==> src/rtl/interpon.sv <==
// Linear interpolator: turns a strobed low-rate 17-bit sample stream into a clk-rate ramp
// using a serial shift-add multiplier, so no run-time divider is needed.
module interpon #(
  parameter int PERIOD = 20,
  parameter int FRAC   = 16
) (
  input  logic               clk,
  input  logic               rst_n,
  input  logic signed [16:0] y_in,
  input  logic               strobe,
  output logic signed [17:0] y_out
);

  localparam int PW = 18 + FRAC;
  // Reciprocal of the strobe spacing, rounded to nearest, folded at elaboration.
  localparam longint R_FULL = ((64'sd1 <<< FRAC) + 64'(PERIOD / 2)) / 64'(PERIOD);
  localparam logic [FRAC-1:0] R    = R_FULL[FRAC-1:0];
  localparam logic [3:0]      LAST = 4'(FRAC - 1);

  logic signed [16:0]   y_hold, y_prev;
  logic signed [17:0]   dy, dy_new;
  logic signed [PW-1:0] dy_ext, mcand, prod, step, accum;
  logic [3:0]           mcount;
  logic                 mfin, mdone0, mdone1, check1;
  logic                 start;

  // A strobe only lands when the multiplier is idle; otherwise it is dropped untouched.
  assign start  = strobe && (mcount == 4'd0);
  assign dy_new = {y_in[16], y_in} - {y_hold[16], y_hold};
  assign dy_ext = PW'(dy_new);

  // Sample capture and serial multiply. Bit 0 of R is consumed on the strobe edge itself,
  // bits 1..FRAC-1 on the following edges, so mcount fits in four bits.
  always_ff @(posedge clk or negedge rst_n) begin
    if (!rst_n) begin
      y_hold <= '0;
      y_prev <= '0;
      dy     <= '0;
      prod   <= '0;
      mcand  <= '0;
      mcount <= '0;
      mfin   <= 1'b0;
      mdone0 <= 1'b0;
      mdone1 <= 1'b0;
    end else begin
      // NOTE: non-blocking assignments let the load path below see the pre-strobe y_prev and
      // product when a strobe and a load share an edge.
      if (start) begin
        y_prev <= y_hold;
        y_hold <= y_in;
        dy     <= dy_new;
        prod   <= R[0] ? dy_ext : '0;
        mcand  <= dy_ext <<< 1;
        mcount <= 4'd1;
      end else if (mcount != 4'd0) begin
        if (R[mcount]) prod <= prod + mcand;
        mcand  <= mcand <<< 1;
        mcount <= (mcount == LAST) ? 4'd0 : mcount + 4'd1;
      end
      mfin   <= (mcount == LAST);
      mdone0 <= mfin;
      mdone1 <= mdone0;
    end
  end

  // Ramp accumulator: reload from the previous sample when the product is ready, else step.
  always_ff @(posedge clk or negedge rst_n) begin
    if (!rst_n) begin
      accum  <= '0;
      step   <= '0;
      check1 <= 1'b0;
    end else begin
      if (mdone1) begin
        accum <= {y_prev[16], y_prev, {FRAC{1'b0}}};
        step  <= prod;
      end else begin
        accum <= accum + step;
      end
      check1 <= mdone1;
    end
  end

  assign y_out = accum[FRAC+17:FRAC];

endmodule

==> config.mk <==
export PLATFORM = sky130hd
export DESIGN_NAME = interpon
export DESIGN_NICKNAME = d
export VERILOG_FILES = /design/src/rtl/interpon.sv
export SDC_FILE = /design/constraint.sdc
export NUM_CORES = 1
export LEC_CHECK = 0
export CAP_MARGIN = 20
export CELL_PAD_IN_SITES_DETAIL_PLACEMENT = 1
export CELL_PAD_IN_SITES_GLOBAL_PLACEMENT = 1
export CORE_MARGIN = 4
export CORE_UTILIZATION = 45
export CTS_CLUSTER_SIZE = 40
export DETAILED_ROUTE_END_ITERATION = 12
export PLACE_DENSITY = 0.79
export SYNTH_ARGS = -nofsm -noshare
export SYNTH_HDL_FRONTEND = slang
export SYNTH_SLANG_ARGS = --single-unit
export TNS_END_PERCENT = 1
==> constraint.sdc <==
create_clock -name clk -period 3.2 [get_ports clk]
set_input_delay 0.64 -clock clk [delete_from_list [all_inputs] [get_ports clk]]
set_output_delay 0.64 -clock clk [all_outputs]
set_load 0.05 [all_outputs]
* After elaboration in Yosys (flattened, before gate mapping)
Memories as Yosys holds them, arrays and structs flattened. Index checks and enable logic that the tools add are counted.
Word-level totals: register bits after elaboration 177, ROM bits 16, output and inout port bits 18, memories 1
Operators by class: add/sub/neg operators 4, magnitude comparators 1, equality and inequality tests 1, mux-type cells 10, reduce and logical (&&, ||, !) cells 6
Memory list:
- (no name shown) | depth 16, width 1, rd ports 1, clocked after Yosys merged registers in 0, wr ports 0, RTL line 56 | if (R[mcount]) prod <= prod + mcand;
Operator list (count):
- two-way mux 34 bit | 6
- adder 34 bit | 2
- subtractor 17 x 17 -> 18 bit | 1
- two-way mux 4 bit | 3
- < comparator 4 x 5 -> 1 bit (second input constant) | 1
- adder 4 x 1 -> 4 bit (second input constant) | 1
- equality test 4 bit (second input constant) | 1
- logical NOT 4 bit | 1
- nonzero test 2 bit | 2
- nonzero test 4 bit | 1
- AND reduction 2 bit | 1
- logical AND 1 bit | 1
- two-way mux 1 bit | 1

* Logic depth before layout (Yosys ltp)
Gate-level depths: netlist of the first run.
depth after elaboration 5, depth in mapped cells 13, depth with buffers taken out 13

* Worst setup path after synthesis of the first run
No wires, ideal clock.
path kind input to register, start point in y_in[0], end point reg mcand[17], library setup time 0.124 ns, arrival 2.983 ns, data required time 3.076 ns, path slack 0.093 ns, stages 13, path through inv_1 ha_1 inv_1 fa_1 a21oi_1 o22ai_1 o41a_1 a31o_2 o221ai_1 o21ai_1 xnor2_1 nor2_1 a211o_1
On the way: word-level cells in the longest chain between the ends 2
Ends and longest elaborated chain:
- from (decl) | RTL line 9 | input logic signed [16:0] y_in,
- subtractor 17 x 17 -> 18 bit | RTL line 29 | assign dy_new = {y_in[16], y_in} - {y_hold[16], y_hold};
- two-way mux 34 bit | RTL line 48 | if (start) begin
- to (signal assigned) | RTL line 53 | mcand <= dy_ext <<< 1;
- to (signal assigned) | RTL line 57 | mcand <= mcand <<< 1;
- to (decl) | RTL line 22 | logic signed [PW-1:0] dy_ext, mcand, prod, step, accum;
No other way between the ends. A chain may end at the register's enable or synchronous reset.

* Worst setup path in the final report of the first run
start point reg step[0], end point reg accum[30]
On the way: word-level cells in the longest chain between the ends 2
Ends and longest elaborated chain:
- from (decl) | RTL line 22
- from (signal assigned) | RTL line 75 | step <= prod;
- adder 34 bit | RTL line 77 | accum <= accum + step;
- two-way mux 34 bit | RTL line 73 | if (mdone1) begin
- to (signal assigned) | RTL line 74 | accum <= {y_prev[16], y_prev, {FRAC{1'b0}}};
- to (signal assigned) | RTL line 77
- to (decl) | RTL line 22
No other way between the ends.

==> results of run 1 <==
cell usage in the layout (no fill, tap or decap), types with 40 or more instances in the layout:
cell,netlist,final
dfrtp_1,176,175
nand2_1,143,141
o21ai_0,124,121
a21oi_1,117,114
nor2_1,86,85
ha_1,85,84
buf_4,18,44
a21o_1,43,43
xnor2_1,42,42
inv_1,41,40
registers in the layout (all words and copies together), names as in the netlist:
signal	cells
accum	34
prod	34
step	34
mcand	33
y_hold	17
y_prev	17
mcount	4
mdone0	1
mdone1	1
mfin	1
worst max-delay path: stages, from the launching register on:
cell and delay (ns):
dfrtp_1 0.38, ha_1 0.24, inv_1 0.08, fa_1 0.19
nor2b_1 0.07, o31a_1 0.32, o31ai_2 0.26, buf_4 0.19
a211oi_2 0.09, or4_1 0.61, a211oi_2 0.29, xor2_1 0.18
o21ai_1 0.07
cell type report:
class | count | area, um^2
fillers | 2702 | 11220
inverters | 41 | 153.9
flip-flops and latches | 176 | 4405
repair buffers | 83 | 747.0
clock buffers | 19 | 442.9
well taps | 319 | 399.1
clock inverters | 13 | 167.7
multi-input cells | 922 | 6212
cell families after synthesis:
| family | after synthesis |
|---|---|
| AO/OA/AOI/OAI | 407 |
| XOR/XNOR | 64 |
| adder cells (fa/ha/maj) | 88 |
| buffers and inverters | 110 |
| flip-flops | 176 |
| multiplexers | 46 |
| AND/OR/NAND/NOR | 317 |
how the worst max path moves through the flow:
stage	slack, ns	from	cells past startpoint	end
after floorplan	0.09	y_in[0]	13	mcand[17]
after global placement	-0.41	y_in[0]	14	mcand[17]
after detailed placement	-0.49	y_in[0]	14	mcand[17]
after CTS	0.005	y_in[0]	14	prod[24]
after global routing	-0.08	step[0]	12	accum[30]
final	0.11	step[0]	12	accum[30]
per-stage QoR:
stage / hold WS [ns] / TNS (ns) / utilization, % / worst slack (ns) / cell area [um^2]
4_1_cts: 0.2301 / 0 / 52.40 / 0.005030 / 12450
6_report: 0.2017 / 0 / 52.74 / 0.1146 / 12530
2_1_floorplan: 0.3312 / 0 / - / 0.09282 / 11010
5_1_grt: 0.2489 / -0.07688 / 52.74 / -0.07688 / 12530
3_5_place_dp: 0.3357 / -12.64 / 49.75 / -0.4899 / 11820
3_3_place_gp: 0.3321 / -8.343 / 49.75 / -0.4139 / 11820
what timing repair did:
| action | CTS | global route |
|---|---|---|
| hold buffers | 0 | 0 |
| gates resized for setup | 4 | 17 |
| cloned | 0 | 0 |
| setup buffers | 0 | 2 |
| pin swaps | 1 | 19 |
| setup endpoints to repair | 5 | 50 |
metal layers:
layer  up-vias  wire length (um)  part of all wire [%]
li1       4359                 -                     -
met1      4655             14670                    46
met2       122             15920                    49
met3        36              1093                   3.4
met4         0               482                   1.5
met5         -                 0                     0
==> results_dict.tcl, run 1 <==
set metrics [dict create \
    synth_seq_cells 176 \
    period_share_pct 96.42 \
    cts_buffer_depth 2 \
    crit_fanout 4 \
    rows 56 \
    fin_crit_ns 3.085 \
    gr-usage-met1_pct 32.26 \
    chipWidth_um 164.4 \
    synth_nets 1316 \
    gr-total-overflow 0 \
    critPathKind "reg -> reg" \
    cts_tree "built" \
    rsz0062_at_grt "yes" \
    layout.cells.non_filler 1573 \
    wirelength_um 32170 \
    ys_seq_area_share_pct 40.01 \
    dp_hpwl_um 23270 \
    yosys-top-cells-count "dfrtp_1 (176), nand2_1 (143), o21ai_0 (124), a21oi_1 (117), nor2_1 (86)" \
    drive_gt1_share_pct 12.28 \
    synth_most_common_cell "dfrtp_1" \
    worst_pin_slew_ns 0.9040 \
    grt_antenna_before_repair 0 \
    clock_latency_ns 0.45 \
    grt_busiest_layer "met2" \
    yosys_warnings 0 \
    min_path_type "in -> async" \
    synth_area_leaders "dfrtp_1 (40%), ha_1 (9.7%), o21ai_0 (5.6%), a21oi_1 (5.3%), nand2_1 (4.9%)" \
    post_drt_wl_per_cell_um 20.45 \
    finalSetupViolCount 0 \
    cts_buffers 17 \
    cp.arrival_ns 3.41 \
    rrSetupSlack_ns 0.11 \
    rr_startpoint "step[0]" \
    area_growth_pct 13.81 \
    synth_top_family_by_area "compound AO/OA/AOI/OAI gates" \
    grt_pass1_wl_um 52060 \
    syn_area_per_cell_um2 9.113 \
    drv_slew 0 \
    cts_root_buf "clkbuf_16" \
    io_pins 38 \
    skew_ns 0.01868 \
    syn-cell-area_um2 11010 \
    drt_iter0_drc 525 \
    synth-compound-area-share_pct 22.99 \
    htreeDepth 4 \
    cap_violations 0 \
    place_congestion 0.9227 \
    dp_cells 1539 \
    die_area_um2 27030 \
    ff2ff_path_depth 12 \
    met2_usage_pct 42.05 \
    synth_mux_area_share_pct 4.581 \
    synthXorXnorAreaFrac_pct 5.092 \
    post-synth-top-area-fraction_pct 40.01 \
    worst_ep_required_time_ns 3.53 \
    die_h_um 164.4 \
    nets 1349 \
    initial_core_util_pct 46.34 \
    grt_pass1_vias 9748 \
    n_antenna_cell 0 \
    synth-edff-count 0 \
    clock-sinks 176 \
    report.final.hold_viol_count 0 \
    first_pass_iters 4 \
    cp-end-kind "register" \
    fmax_ghz 0.3241 \
    drc 0 \
    ys.flop_type "dfrtp_1" \
    core_area_um2 23750 \
    synth_fa_ha_area_share_pct 10.21 \
    outcome "finished, final reports clean" \
    crit_path_start_kind "register" \
    yosys.area_share.simple_pct 12.73 \
    grt_max_degree 67 \
    yosys.area.top_type "dfrtp_1" \
    ant_nets 0 \
    syn_inst 1208 \
    reg2reg_to "accum[30]" \
    numPortBuffers 37 \
    grt_usage_pct 24.39 \
    slew_headroom_pct 39.33 \
    grt_use_met3_pct 3.419 \
    ys_async_sr_fraction_pct 100.0 \
    vias_per_cell 5.831 \
    clkTransAtPathRegs_ns 0.08 \
    synth.distinct_cells 72 \
    vias 9172 \
]
Power of run 1 is left out: the tool's default activity adds up to more than one toggle a clock period on the data nets, which glitch-free logic cannot reach.
==> run 2: changes to the inputs <==
- SLEW_MARGIN: default -> 25
==> results of run 2 <==
No change in the layout: final DEF, timing and power equal those of run 1.
Power of run 2 is left out for the same reason.
==> run 3: changes to the inputs <==
- SLEW_MARGIN: 25 -> 20
==> results of run 3 <==
No change in the layout: final DEF, timing and power equal those of run 1.
Power of run 3 is left out for the same reason.
